### src/rtl/dff_reg_arbiter_if.sv
// dff_reg_arbiter_if: request/grant/data bundle shared between requesters and the arbiter
interface dff_reg_arbiter_if #(
    parameter int N     = 4,
    parameter int WIDTH = 8
);
    logic [N-1:0]       req;
    logic [N*WIDTH-1:0] wdata;
    logic [N-1:0]       gnt;
    logic [N-1:0]       ack;
    logic [WIDTH-1:0]   q;
    logic [WIDTH-1:0]   qb;
    logic               busy;
    modport master (output req, wdata, input gnt, ack, q, qb, busy);
    modport slave  (input req, wdata, output gnt, ack, q, qb, busy);
endinterface

### src/rtl/dff_reg_arbiter.sv
// dff_reg_arbiter: round-robin arbiter loading one requester's value into a shared register
module dff_reg_arbiter #(
    parameter int N     = 4,
    parameter int WIDTH = 8
) (
    input logic             clk,
    input logic             reset,
    dff_reg_arbiter_if.slave bus
);
    localparam int PW = (N > 1) ? $clog2(N) : 1;
    typedef enum logic [1:0] {IDLE, GRANT, ACK} state_t;
    state_t           r_state, w_state_nxt;
    logic [PW-1:0]    r_ptr, w_ptr_nxt, r_w, w_w_nxt, w_win;
    logic [N-1:0]     r_gnt, w_gnt_nxt, r_ack, w_ack_nxt;
    logic [WIDTH-1:0] r_q, w_q_nxt;
    logic [WIDTH-1:0] w_slice [N];
    // First set bit at or above p, wrapping; lowest offset from p wins.
    function automatic logic [PW-1:0] f_pick(input logic [N-1:0] rq, input logic [PW-1:0] p);
        logic [PW-1:0] w;
        logic [PW-1:0] j;
        w = p;
        for (int k = N - 1; k >= 0; k--) begin
            j = PW'((int'(p) + k) % N);
            if (rq[j]) w = j;
        end
        return w;
    endfunction
    for (genvar i = 0; i < N; i++) begin : g_slice
        assign w_slice[i] = bus.wdata[i*WIDTH +: WIDTH];
    end
    assign w_win = f_pick(bus.req, r_ptr);
    always_ff @(posedge clk) begin
        if (reset) begin
            r_state <= IDLE;
            r_ptr   <= '0;
            r_w     <= '0;
            r_gnt   <= '0;
            r_ack   <= '0;
            r_q     <= '0;
        end else begin
            r_state <= w_state_nxt;
            r_ptr   <= w_ptr_nxt;
            r_w     <= w_w_nxt;
            r_gnt   <= w_gnt_nxt;
            r_ack   <= w_ack_nxt;
            r_q     <= w_q_nxt;
        end
    end
    always_comb begin
        w_state_nxt = r_state;
        w_ptr_nxt   = r_ptr;
        w_w_nxt     = r_w;
        w_gnt_nxt   = '0;
        w_ack_nxt   = '0;
        w_q_nxt     = r_q;
        case (r_state)
            IDLE: if (|bus.req) begin
                w_w_nxt     = w_win;
                w_gnt_nxt   = N'(1) << w_win;
                w_state_nxt = GRANT;
            end
            GRANT: begin
                w_state_nxt = bus.req[r_w] ? ACK : IDLE;
                if (bus.req[r_w]) begin
                    w_q_nxt   = w_slice[r_w];
                    w_ack_nxt = N'(1) << r_w;
                end
            end
            ACK: begin
                w_ptr_nxt   = (r_w == PW'(N - 1)) ? '0 : r_w + 1'b1;
                w_state_nxt = IDLE;
            end
            default: w_state_nxt = IDLE;
        endcase
    end
    assign bus.gnt  = r_gnt;
    assign bus.ack  = r_ack;
    assign bus.q    = r_q;
    assign bus.qb   = ~r_q;
    assign bus.busy = (r_state != IDLE);
endmodule

### src/flat_wrapper.sv
// flat-port wrapper written by rule: the top's interface ports become plain ports
module dff_reg_arbiter_flat 
#(
    parameter int N     = 4,
    parameter int WIDTH = 8
)
  (clk, reset, bus_req, bus_wdata, bus_gnt, bus_ack, bus_q, bus_qb, bus_busy);
  dff_reg_arbiter_if #(.N(N), .WIDTH(WIDTH)) bus_i ();
  input logic clk;
  input logic reset;
  input wire logic [$bits(bus_i.req)-1:0] bus_req;
  input wire logic [$bits(bus_i.wdata)-1:0] bus_wdata;
  output wire logic [$bits(bus_i.gnt)-1:0] bus_gnt;
  output wire logic [$bits(bus_i.ack)-1:0] bus_ack;
  output wire logic [$bits(bus_i.q)-1:0] bus_q;
  output wire logic [$bits(bus_i.qb)-1:0] bus_qb;
  output wire logic [$bits(bus_i.busy)-1:0] bus_busy;
  assign bus_i.req = bus_req;
  assign bus_i.wdata = bus_wdata;
  assign bus_gnt = bus_i.gnt;
  assign bus_ack = bus_i.ack;
  assign bus_q = bus_i.q;
  assign bus_qb = bus_i.qb;
  assign bus_busy = bus_i.busy;
  dff_reg_arbiter #(.N(N), .WIDTH(WIDTH)) u_core (.clk(clk), .reset(reset), .bus(bus_i));
endmodule
### config.mk
export PLATFORM = sky130hd
export DESIGN_NAME = dff_reg_arbiter_flat
export DESIGN_NICKNAME = d
export VERILOG_FILES = /design/src/rtl/dff_reg_arbiter_if.sv /design/src/rtl/dff_reg_arbiter.sv /design/src/flat_wrapper.sv
export SDC_FILE = /design/constraint.sdc
export NUM_CORES = 1
export LEC_CHECK = 0
export CORE_MARGIN = 2
export CORE_UTILIZATION = 39
export CTS_CLUSTER_DIAMETER = 30
export DETAILED_ROUTE_END_ITERATION = 8
export GPL_TIMING_DRIVEN = 1
export PLACE_DENSITY_LB_ADDON = 0.08
export SKIP_LAST_GASP = 1
export SLEW_MARGIN = 5
export SYNTH_ARGS = -nofsm -noshare
export SYNTH_HDL_FRONTEND = slang
export SYNTH_SLANG_ARGS = --single-unit
### constraint.sdc
create_clock -name clk -period 2.1 [get_ports clk]
set_input_delay 0.42 -clock clk [delete_from_list [all_inputs] [get_ports clk]]
set_output_delay 0.42 -clock clk [all_outputs]
set_load 0.1 [all_outputs]
# Yosys cells after proc, flatten, opt, wreduce, memory -nomap -nowiden
# Cells that the tools add are included.
# Widths: inputs -> output; s select.
# word_totals
reg_bits,22
out_inout_bits,25
# op_classes
magnitude_cmp,6
shifts,2
reduce_logical,7
n_mux,21
bitwise,6
n_eq_ne,4
n_addsub,4
# ops
operator,count
$bmux 8 s2,1
$mux 8,2
$lt 2x3->1 const B,5
$mux 2,7
$bmux 1 s2,5
$not 8->8,1
$shl 1x2->4 const A,2
$reduce_or 3->1,2
$mux 1,5
$add 2x1->2 const B,2
$add 2x2->2 const B,2
$eq 2x2->1 const B,2
$not 1->1,4
$pmux 2 s2,1
$reduce_and 2->1,2
$reduce_or 4->1,1
$ge 3x3->1 const B,1
$not 2->3,1
$eq 2x1->1 const B,1
$logic_not 2->1,1
$ne 2x1->1 const B,1
$reduce_bool 2->1,1

# Logic depth before layout (Yosys ltp)
# Gate-level depths: netlist of the first run.
# logic_depth
ltp_word,8
ltp_mapped,5
ltp_nobuf,4

# Least setup slack after synthesis of the first run
# No wires, ideal clock.
# synth_path
kind,flip-flop to output port
start,reg u_core.r_q[0] (netlist: u_core.bus.q[0])
end,out bus_qb[0]
t_arrival_ns,1.632
n_path_buf,0
stages_incl_launch_ff,2
setup_slack_ns,0.048
required_time_ns,1.680
path_cell_list,dfxtp_1 -> inv_1
# synth_via
elab_chain_cells,1
# synth_lines
item,line_no,text
start: declaration,dff_reg_arbiter.sv:15,"logic [WIDTH-1:0] r_q, w_q_nxt;"
start signal: assignment,dff_reg_arbiter.sv:46,r_q <= w_q_nxt;
$not 8->8,dff_reg_arbiter.sv:79,assign bus.qb = ~r_q;
end: declaration,flat_wrapper.sv:16,output wire logic [$bits(bus_i.qb)-1:0] bus_qb;
# No other way between the ends.

# Worst setup path in the final report of the first run
# layout_path
start,reg u_core.r_w[0]
end,reg u_core.r_q[4] (netlist: u_core.bus.q[4])
# layout_via
elab_chain_cells,4
elab_cells_between_ends,7
classes_between,mux (5); bitwise (1); reduce/logical (1)
# layout_lines
item,line_no,text
start: declaration,dff_reg_arbiter.sv:13,"logic [PW-1:0] r_ptr, w_ptr_nxt, r_w, w_w_nxt, w_win;"
start signal: assignment,dff_reg_arbiter.sv:43,r_w <= w_w_nxt;
$not 2->3 (not written as such),dff_reg_arbiter.sv:65,w_q_nxt = w_slice[r_w];
$bmux 8 s2,dff_reg_arbiter.sv:65,
$mux 8 (not written as such) (2 in series),dff_reg_arbiter.sv:65,
# Several ways; a longest one is shown, not always the timed one. The select of a mux whose other input is x is not followed.
# A chain may end at the register's enable or synchronous reset.

==> impl_metrics.yaml, run 1 <==
yosys:
  synth_common_cells: "dfxtp_1 (22), mux2i_1 (11), nor2_1 (11)"
  synth_cells: 111
  synth.distinct_cells: 32
  synth_top_cell_area_share: 0.3659
  synth_edf_count: 0
  yosys-top-cells-area: "dfxtp_1 (37%), mux4_1 (15%), mux2i_1 (9.1%), clkbuf_8 (4.6%), nor2_1 (3.4%)"
  yosysMostFrequentCell: "dfxtp_1"
  syn_area_um2: 1204
  yosys_warnings: 0
  synth-seq-cells: 22
  synth_top_area_cell: "dfxtp_1"
  async_flop_share: 0
  ys_seq_area_frac: 0.3659
  yosys_most_used_dff: "dfxtp_1"
  syn-num-nets: 150
  syn_avg_cell_area_um2: 10.84
power:
  max-vdd-ir-drop_mv: 0.4137
  p_leak_nw: 0.7250
  powerDensity_nw_per_um2: 650.8
setup_path:
  crit_fanout: 11
  endpoint_kind: "flip-flop"
  r2r-start: "u_core.r_w[0]$_SDFFE_PP0P_"
  crit_start: "u_core.r_w[0]$_SDFFE_PP0P_"
  cp-start-kind: "flip-flop"
  critPathArrivalTime_ns: 1.94
  required_ns: 2.31
  path_class: "reg2reg"
cts:
  cts_made_buffers: 3
  clkTransAtPathRegs_ns: 0.12
  htreeDepth: 1
  cts.repair.resized: 0
  cts.sink_count: 22
  cts_buffer_depth: 2
  hold_buffers: 0
  insertion_delay_ns: 0.30
  postCtsSetupRepairBufs: 0
  tritoncts: "built"
  cts-root-buf: "clkbuf_4"
placement:
  gp_congestion: 0.7912
  port_buffers: 62
  hpwl_um: 2254
worst_hold_path:
  min_from: "u_core.r_ptr[0]$_SDFFE_PP0N_"
  min_path_type: "reg2reg"
global_routing:
  overflow: 0
  grt_pass1_wl_um: 4519
  gr-usage-all-layers: 0.1669
  grt_max_degree: 14
  first_global_vias: 1046
  antenna_found_initial: 0
routing:
  drt_first_pass_iters: 4
  ant_nets: 0
  wire_per_inst_um: 13.82
  drt_first_iter_violations: 25
  drcViolationCount: 0
  drt_wl_total_um: 2875
  via_per_inst: 5.226
  num_vias: 1087
finish:
  nFillCells: 246
  nets: 215
  diodes: 0
  drive_above_1_share: 0.2171
  area_growth_pct: 51.25
die:
  core-area_um2: 3003
  dieWidth_um: 59.56
  initial_core_util: 0.4008
  pin_count: 63
  dieArea_um2: 3547
  num_rows: 20
  die_y_um: 59.56
sta:
  setup_viol: 0
  fin_hold_ws_ns: 0.5331
  fmax_mhz: 577.0
  period_share: 0.8253
  min_period_ns: 1.733
  hold_viol_final: 0
  tns_ns: 0
  slew_violations: 0
  grt_setup_unrepaired: "false"
  worst_slew_pin_slew_ns: 0.5082
  max_slew_margin: 0.6608
  fin_skew_ns: 0.008541
run_status:
  outcome: "finished clean"
run:
  max_cap_violations: 0
where the power goes:
group | internal [mW] | switching [mW]
clock network | 0.106 | 0.124
registers | 0.441 | 0.0247
logic | 0.184 | 0.306
total | 0.730 | 0.454
per-layer routing:
layer | track usage | part of all wire
met4 | 0.06349 | 0.011
met1 | 0.1828 | 0.39
met2 | 0.3187 | 0.53
met3 | 0.02402 | 0.067
met5 | 0 | 0
cells by family (layout without fill, tap and decap cells):
kind of cell	after synthesis	after routing	share of synthesized area
compound gates	13	13	0.07797
mux	19	19	0.2630
flops	22	22	0.3659
fa+ha+maj	1	1	0.01039
buf+inv	15	79	0.08628
simple gates	41	41	0.1965
worst max-delay path: stages, from the launching register on:
cell,delay [ns]
dfxtp_1,0.66
buf_12,0.20
mux4_1,0.57
mux2i_1,0.17
nor2_1,0.05
final cells by class:
type	count	area [um2]	area share
Tap cell	33	41.29	0.02268
Sequential cell	22	440.4	0.2419
Timing Repair Buffer	65	605.6	0.3326
Inverter	10	37.54	0.02062
Multi-Input combinational cell	74	659.4	0.3622
Clock buffer	4	36.28	0.01993
metrics by stage:
stage	utilization	area (um2)	instances	power, mW	setup WS [ns]
2_1_floorplan	-	1204	111	0.8170	0.04825
4_1_cts	0.6063	1821	208	1.201	0.3436
5_1_grt	0.6063	1821	208	1.242	0.2648
3_3_place_gp	0.5942	1784	204	0.9609	0.1008
6_report	0.6063	1821	208	1.185	0.3668
3_5_place_dp	0.5942	1784	204	0.9675	0.02812
sequential cells by signal (all words and copies together) (netlist names):
name            flops
u_core.r_w          2
u_core.bus.q        8
u_core.bus.gnt      4
u_core.bus.ack      4
u_core.r_state      2
u_core.r_ptr        2
layout by cell type (no fill, tap or decap), types with 2 or more instances in the layout:
| cell | count |
|---|---|
| mux2i_1 | 11 |
| inv_1 | 10 |
| dfxtp_1 | 22 |
| buf_12 | 2 |
| nor2_1 | 11 |
| clkdlybuf4s50_1 | 37 |
| or2_2 | 2 |
| clkbuf_4 | 3 |
| o21ai_0 | 3 |
| nand2b_1 | 3 |
| buf_4 | 26 |
| a21oi_1 | 4 |
| nor3_1 | 2 |
| nor3b_1 | 4 |
| nand2_1 | 5 |
| mux4_1 | 7 |
| nor2b_1 | 3 |
| or3_1 | 2 |
| and3_1 | 2 |
path summary, 6_finish.rpt:
check                                       to  slack (ns)  depth (start not counted)
setup reg to reg  u_core.bus.q[4]$_SDFFE_PP0P_        0.37                          4
setup / recovery  u_core.bus.q[4]$_SDFFE_PP0P_        0.37                          4
hold / removal    u_core.r_ptr[0]$_SDFFE_PP0N_        0.53                          2
hold reg to reg   u_core.r_ptr[0]$_SDFFE_PP0N_        0.53                          2
Power figures use the tool's default switching activity.
==> inputs of run 2 (changes only) <==
--- a/config.mk
+++ b/config.mk
@@ -6,7 +6,7 @@
 export NUM_CORES = 1
 export LEC_CHECK = 0
 export CORE_MARGIN = 2
-export CORE_UTILIZATION = 39
+export CORE_UTILIZATION = 35
 export CTS_CLUSTER_DIAMETER = 30
 export DETAILED_ROUTE_END_ITERATION = 8
 export GPL_TIMING_DRIVEN = 1
==> constraint.sdc (replaced) <==
create_clock -name clk -period 1.5 [get_ports clk]
set_input_delay 0.3 -clock clk [delete_from_list [all_inputs] [get_ports clk]]
set_output_delay 0.3 -clock clk [all_outputs]
set_load 0.1 [all_outputs]
==> run 2 against run 1 <==
Against the previous run:
- cell count up 13%
- core utilization increased by 9.6 points
- largest cell class is now buffers
- critical path depth down 1
- highest routed layer unchanged
==> impl_metrics.yaml, run 2 (synthesized netlist as in run 1, its figures left out) <==
placement:
  dp_slack_ns: -0.3720
  place_area_um2: 2236
  hpwl_um: 2637
  gp_congestion: 0.7750
  port_buffers: 62
  placed_cells: 227
setup_path:
  r2r-start: "u_core.r_w[0]$_SDFFE_PP0P_"
  critPathArrivalTime_ns: 1.18
  timing.rr.end: "u_core.bus.q[5]$_SDFFE_PP0P_"
  rrSetupSlack_ns: 0.08
  required_ns: 1.20
  crit_path_max_incr_delay_ns: 0.36
  path_class: "reg2out"
  reg2reg_depth: 4
  critPathSlowestCell: "dfxtp_4"
  crit_fanout: 3
  cp_cell_sequence: "or2_4 > buf_6 > buf_12"
  cp-start-kind: "flip-flop"
  endpoint_kind: "output port"
sta:
  tns_ns: 0
  period_share: 0.9887
  grt_setup_unrepaired: "true"
  fin_skew_ns: 0.005633
  setup_viol: 0
  slew_violations: 0
  max_slew_margin: 0.7822
  worst_slew_pin_slew_ns: 0.3237
  hold_viol_final: 0
  fmax_mhz: 674.3
  layout_setup_ws_ns: 0.01695
  min_period_ns: 1.483
  fin_hold_ws_ns: 0.3619
routing:
  drt_first_pass_iters: 4
  drt_wl_total_um: 3151
  wire_per_inst_um: 13.47
  drt_first_iter_violations: 32
  via_per_inst: 4.803
  ant_nets: 0
  num_vias: 1124
  drcViolationCount: 0
finish:
  final_cell_mix: "clkdlybuf4s50_1 (33), buf_12 (26), buf_4 (14), nor2_1 (11), dfxtp_1 (11)"
  nets: 228
  nFillCells: 262
  area_growth_pct: 93.14
  final_common_cell: "clkdlybuf4s50_1"
  largest_register_ffs: 8
  instances_no_fill: 234
  fin_area_um2: 2325
  seq_area_um2: 474.2
  diodes: 0
  drive_above_1_share: 0.3989
  multi_input_area_um2: 679.4
  fin_util: 0.7022
power:
  p_leak_nw: 0.9122
  powerDensity_nw_per_um2: 789.1
  p_total_mw: 1.834
  max-vdd-ir-drop_mv: 0.4195
cts:
  cts_buffer_depth: 2
  cts-root-buf: "clkbuf_4"
  cts.sink_count: 22
  clkTransAtPathRegs_ns: 0.12
  cts_made_buffers: 3
  hold_buffers: 0
  tritoncts: "built"
  htreeDepth: 1
  insertion_delay_ns: 0.30
global_routing:
  antenna_found_initial: 0
  gr-usage-all-layers: 0.1660
  first_global_vias: 1160
  grt_max_degree: 14
  overflow: 0
  grt_pass1_wl_um: 5202
worst_hold_path:
  min_path_type: "in2reg"
  min_from: "bus_req[2]"
  hold_end: "u_core.bus.ack[2]$_SDFF_PP0_"
  hold_depth: 3
die:
  dieWidth_um: 62.65
  die_y_um: 62.65
  dieArea_um2: 3924
  num_rows: 21
  pin_count: 63
  core-area_um2: 3311
  initial_core_util: 0.3636
run_status:
  outcome: "finished clean"
run:
  max_cap_violations: 0
-- run 2: what timing repair did --
action,in CTS,in global routing
setup endpoints to repair,8,13
resized for setup,7,9
pin swaps,0,1
setup buffers,0,3
-- run 2: cell type report --
cell class,instances,area share
sequential,22,0.2040
clock buffer,4,0.01561
tap,46,0.02476
timing repair buffer,78,0.4343
multi-input combinational,74,0.2922
inverter,10,0.02906
-- run 2: worst max-delay path by stage --
stage	startpoint	endpoint	slack, ns	cells after the start
final	u_core.r_state[0]$_SDFFE_PP0P_	bus_busy	0.02	3
after global routing	u_core.r_state[0]$_SDFFE_PP0P_	bus_busy	-0.02	3
after CTS	bus_req[0]	u_core.bus.gnt[2]$_SDFF_PP0_	-0.01	5
after detailed placement	bus_req[0]	u_core.bus.gnt[2]$_SDFF_PP0_	-0.37	5
after global placement	bus_req[0]	u_core.bus.gnt[0]$_SDFF_PP0_	-0.31	5
after floorplan	u_core.bus.q[0]$_SDFFE_PP0P_	bus_qb[0]	-0.08	1
-- run 2: critical path, delay by kind of cell, from the launching register on --
family	cells	cell delay [ns]
flip-flops	1	0.36
buffers and inverters	2	0.27
AND/OR/NAND/NOR	1	0.25
-- run 2: power breakdown --
| group | total [mW] | internal (mW) | switching (mW) |
|---|---|---|---|
| clock | 0.313 | 0.148 | 0.165 |
| combinational | 0.862 | 0.398 | 0.464 |
| sequential | 0.659 | 0.616 | 0.0433 |
| total | 1.83 | 1.16 | 0.673 |
-- run 2: layer usage --
layer / track usage / part of all wire
met1: 0.1835 / 0.42
met2: 0.3226 / 0.53
met3: 0.03063 / 0.046
met4: 0.04167 / 0.0038
met5: 0 / 0
==> inputs of run 3 (changes only) <==
--- a/config.mk
+++ b/config.mk
@@ -5,6 +5,7 @@
 export SDC_FILE = /design/constraint.sdc
 export NUM_CORES = 1
 export LEC_CHECK = 0
+export ABC_CLOCK_PERIOD_IN_PS = 1500
 export CORE_MARGIN = 2
 export CORE_UTILIZATION = 35
 export CTS_CLUSTER_DIAMETER = 30
==> results of run 3 <==
Final layout, timing and power as in run 2 (identical DEF).
